**src/rtl/elastic_pr_pkg.sv**
```systemverilog
// Shared constants, types and a parameter-legality helper for the elastic
// pipeline register.
package elastic_pr_pkg;

  localparam int PR_DEFAULT_DEPTH = 2;
  localparam int PR_DEFAULT_WIDTH = 8;

  typedef logic [$clog2(PR_DEFAULT_DEPTH+1)-1:0] pr_count_t;

  function automatic bit pr_params_ok(input int width, input int depth);
    return (width >= 1) && (depth >= 2) && ((depth & (depth - 1)) == 0);
  endfunction

endpackage

```
**src/rtl/elastic_pr_ctrl.sv**
```systemverilog
// Pointer/count bookkeeping for the elastic register: qualifies push and pop,
// applies flush and derives the registered-only ready/valid flags.
module elastic_pr_ctrl
  import elastic_pr_pkg::*;
#(
  parameter int DEPTH = PR_DEFAULT_DEPTH,
  parameter int CW    = $clog2(DEPTH+1),
  parameter int PW    = $clog2(DEPTH)
) (
  input  logic          clk,
  input  logic          n_rst,
  input  logic          flush,
  input  logic          i_valid,
  input  logic          o_ready,
  output logic          i_ready,
  output logic          o_valid,
  output logic          push,
  output logic [PW-1:0] wr_ptr,
  output logic [PW-1:0] rd_ptr,
  output logic [CW-1:0] count
);

  logic pop;

  // Both flags come from count alone, so ready never depends on o_ready.
  assign i_ready = (count != CW'(DEPTH));
  assign o_valid = (count != '0);

  assign push = i_valid & i_ready & ~flush;
  assign pop  = o_valid & o_ready & ~flush;

  always_ff @(posedge clk or negedge n_rst) begin
    if (!n_rst) begin
      wr_ptr <= '0;
      rd_ptr <= '0;
      count  <= '0;
    end else if (flush) begin
      wr_ptr <= '0;
      rd_ptr <= '0;
      count  <= '0;
    end else begin
      if (push) wr_ptr <= wr_ptr + PW'(1);
      if (pop)  rd_ptr <= rd_ptr + PW'(1);
      case ({push, pop})
        2'b10:   count <= count + CW'(1);
        2'b01:   count <= count - CW'(1);
        default: count <= count;
      endcase
    end
  end

endmodule

```
**src/rtl/elastic_pr.sv**
```systemverilog
// Elastic pipeline register: DEPTH-entry circular buffer with valid/ready on
// both sides and a single-cycle flush. Storage and head mux live here.
module elastic_pr
  import elastic_pr_pkg::*;
#(
  parameter int WIDTH = PR_DEFAULT_WIDTH,
  parameter int DEPTH = PR_DEFAULT_DEPTH,
  parameter int CW    = $clog2(DEPTH+1)
) (
  input  logic             clk,
  input  logic             n_rst,
  input  logic             flush,
  input  logic             i_valid,
  input  logic [WIDTH-1:0] i_data,
  output logic             i_ready,
  output logic             o_valid,
  output logic [WIDTH-1:0] o_data,
  input  logic             o_ready,
  output logic [CW-1:0]    count
);

  localparam int PW = $clog2(DEPTH);

  if (!pr_params_ok(WIDTH, DEPTH)) begin : g_param_check
    $error("elastic_pr: WIDTH must be >= 1 and DEPTH a power of two >= 2");
  end

  logic             push;
  logic [PW-1:0]    wr_ptr;
  logic [PW-1:0]    rd_ptr;
  logic [WIDTH-1:0] mem [DEPTH];

  elastic_pr_ctrl #(
    .DEPTH (DEPTH),
    .CW    (CW),
    .PW    (PW)
  ) u_ctrl (
    .clk     (clk),
    .n_rst   (n_rst),
    .flush   (flush),
    .i_valid (i_valid),
    .o_ready (o_ready),
    .i_ready (i_ready),
    .o_valid (o_valid),
    .push    (push),
    .wr_ptr  (wr_ptr),
    .rd_ptr  (rd_ptr),
    .count   (count)
  );

  // Flush leaves contents stale; they are hidden because o_valid drops.
  always_ff @(posedge clk or negedge n_rst) begin
    if (!n_rst) begin
      for (int i = 0; i < DEPTH; i++) mem[i] <= '0;
    end else if (push) begin
      mem[wr_ptr] <= i_data;
    end
  end

  assign o_data = mem[rd_ptr];

endmodule

```
**config.mk**
```make
export PLATFORM = sky130hd
export DESIGN_NAME = elastic_pr
export DESIGN_NICKNAME = d
export VERILOG_FILES = /design/src/rtl/elastic_pr_pkg.sv /design/src/rtl/elastic_pr_ctrl.sv /design/src/rtl/elastic_pr.sv
export SDC_FILE = /design/constraint.sdc
export NUM_CORES = 1
export LEC_CHECK = 0
export ABC_AREA = 1
export CAP_MARGIN = 20
export CORE_UTILIZATION = 43
export CTS_CLUSTER_DIAMETER = 120
export DETAILED_ROUTE_END_ITERATION = 8
export HOLD_SLACK_MARGIN = 0.08
export PLACE_DENSITY = 0.83
export SLEW_MARGIN = 20
export SYNTH_ARGS = -nofsm -noshare
export SYNTH_HDL_FRONTEND = slang
export SYNTH_SLANG_ARGS = --single-unit
```
**constraint.sdc**
```tcl
create_clock -name clk -period 1.2 [get_ports clk]
set_input_delay 0.24 -clock clk [delete_from_list [all_inputs] [get_ports clk]]
set_output_delay 0.24 -clock clk [all_outputs]
set_load 0.03 [all_outputs]
```
==> qor.yml <==
worst_setup_path:
  start_kind: "flop"
  critPathKind: "flop to primary output"
  crit_fanout: 2
  end_kind: "primary output"
  critPathArrivalTime_ns: 1.19
  r2r_slack_ns: -0.16
  required_ns: 0.96
layout:
  num_antenna_cells: 0
  regArea_um2: 504.2
  finalNetCount: 181
  syn2layout_area_growth_pct: 66.87
  drive_above_1_share: 0.6205
  final_cell_mix: "28 x nand2_2, 18 x nand2_1, 17 x o21ai_2, 17 x dfrtp_1, 17 x buf_6"
  multi_input_area_um2: 656.9
  stdcell_count: 194
  final_common_cell: "nand2_2"
  fillCellCount: 155
power_and_ir_drop:
  design_power_total_mw: 4.161
  leakage_nw: 0.8035
  vdd_drop_max_v: 0.001554
  powerDensity_nw_per_um2: 2436
global_routing:
  grt.overflow.total: 0
  gr-usage-all-layers: 0.2247
  antenna_found_initial: 0
  grt_max_degree: 21
  grt_pass1_vias: 895
  grt_pass1_wl_um: 4140
routing:
  wl_per_cell_um: 13.70
  viasPerCell: 4.938
  drtAntennaViolNets: 0
  drcViolationCount: 0
  top_layer_used: "met4"
  finalWirelength_um: 2657
  wl_met2_um: 1410
  drt_iter0_markers: 23
  drt_first_pass_iters: 4
  drt-met1-wl_um: 1123
  num_vias: 958
  wl_met3_um: 85
die:
  die_w_um: 50.79
  die_h_um: 50.79
  num_rows: 17
  core_um2: 2233
  io_pins: 25
  initial_core_util: 0.4583
  die_area_um2: 2579
yosys:
  avgSynthCellArea_um2: 8.389
  seq_area_frac_synth: 0.4890
  ys.warnings.count: 0
  ys_seq_elements: 20
  syn_nets: 135
  synth_area_um2: 1023
  synthCells: 122
  synth_cell_types: 18
min_path:
  hold_class: "input pin to async pin"
timing:
  max_clock_freq_mhz: 700.2
  drv_slew: 0
  worst_pin_slew_ns: 0.2589
  final_hold_viol_count: 0
  skew_ns: 0.003233
  finalCriticalPeriod_ns: 1.428
  finalWorstSetupSlack_ns: -0.2282
  rsz0062_at_grt: "true"
  post-route-period-util: 1.190
  relSlewSlack: 0.8274
  setup_viol: 31
placed_design:
  post-dp-hpwl_um: 1429
  numPortBuffers: 24
  routabilityCongestion: 0.6962
  dp_slack_ns: -0.2466
  dp.cells: 182
flow_run:
  max_cap_violations: 0
clock_network:
  clock_path_buffers: 2
  clkLatencyLatePin_ns: 0.30
  numCtsBuffers: 3
  ctsRootBufferMaster: "clkbuf_4"
  cts_hold_buffers: 0
  cts_sinks: 20
  cts.clk_slew.worst_paths_ns: 0.11
  htree_levels: 1
  cts_tree: "built"
outcome:
  violations: "setup timing"
  status: "complete, but fails checks"
==> cell families (layout without fill, tap and decap cells) <==
kind of cell,count (synthesis),in the layout,synth area share
flops,20,20,0.4890
buf+inv,20,61,0.08923
simple gates,62,65,0.2616
compound gates,20,20,0.1601
==> path summary, 6_finish.rpt <==
path / end / from / cells past startpoint
max: i_ready / u_ctrl.count[0]$_DFFE_PN0P_ / 5
min: mem[14]$_DFFE_PN0P_ / n_rst / 2
max reg2reg: mem[7]$_DFFE_PN0P_ / u_ctrl.count[1]$_DFFE_PN0P_ / 8
min reg2reg: mem[12]$_DFFE_PN0P_ / mem[12]$_DFFE_PN0P_ / 2
max in group asynchronous: u_ctrl.wr_ptr$_DFFE_PN0P_ / n_rst / 2
min in group clk: mem[12]$_DFFE_PN0P_ / mem[12]$_DFFE_PN0P_ / 2
==> Yosys cell counts <==
library cell,number,share of area
a21oi_1,1,0.0049
a21oi_2,1,0.0086
buf_2,1,0.0049
buf_6,2,0.022
clkinv_1,1,0.0037
dfrtp_1,20,0.49
inv_1,14,0.051
inv_2,2,0.0073
nand2_1,51,0.19
nand2_2,2,0.012
nand2_4,2,0.022
nand3_1,3,0.015
nand3_2,1,0.0098
nand4_1,1,0.0061
nor2_1,1,0.0037
nor2_2,1,0.0061
o21ai_0,2,0.0098
o21ai_2,16,0.14
==> state kept, by name (all words and copies together) (netlist names) <==
name	count
u_ctrl.count	2
mem	16
u_ctrl.wr_ptr	1
u_ctrl.rd_ptr	1
==> layout make-up <==
class	instances	share of cell area
well taps	28	0.02051
clock buffers	3	0.01319
flip-flops and latches	20	0.2952
inverters	17	0.05128
multi-input cells	85	0.3846
repair buffers	41	0.2352
==> worst max-delay path: stages (launching register included) <==
cell and delay (ns):
dfrtp_2 0.43, buf_6 0.13, inv_4 0.05, nand2_4 0.05, buf_6 0.11, buf_6 0.12
==> metrics by stage <==
step / setup TNS [ns] / instance area, um^2 / hold slack, ns / utilization
2_1_floorplan: -0.7897 / 1040 / -0.05559 / -
3_3_place_gp: -3.865 / 1339 / 0.4647 / 0.5994
3_5_place_dp: -4.281 / 1339 / 0.4686 / 0.5994
4_1_cts: -4.593 / 1614 / 0.2816 / 0.7227
5_1_grt: -6.176 / 1708 / 0.2902 / 0.7647
6_report: -4.701 / 1708 / 0.2720 / 0.7647
==> timing repair <==
| action | CTS | global route |
|---|---|---|
| endpoints found under the setup margin | 31 | 32 |
| buffers inserted | 3 | 3 |
| cloned | 3 | 0 |
| gates resized for setup | 63 | 20 |
| pin swaps | 11 | 9 |
==> routing by layer <==
metal,vias to the layer above,GRT usage
li1,471,-
met1,454,0.2680
met2,28,0.4156
met3,5,0.01818
met4,0,0.08333
met5,-,0
==> power breakdown <==
| part | switching, mW | internal [mW] |
|---|---|---|
| Combinational | 1.38 | 1.18 |
| Sequential | 0.303 | 0.979 |
| Clock | 0.200 | 0.117 |
No activity file was read; power rests on OpenSTA's default activity.
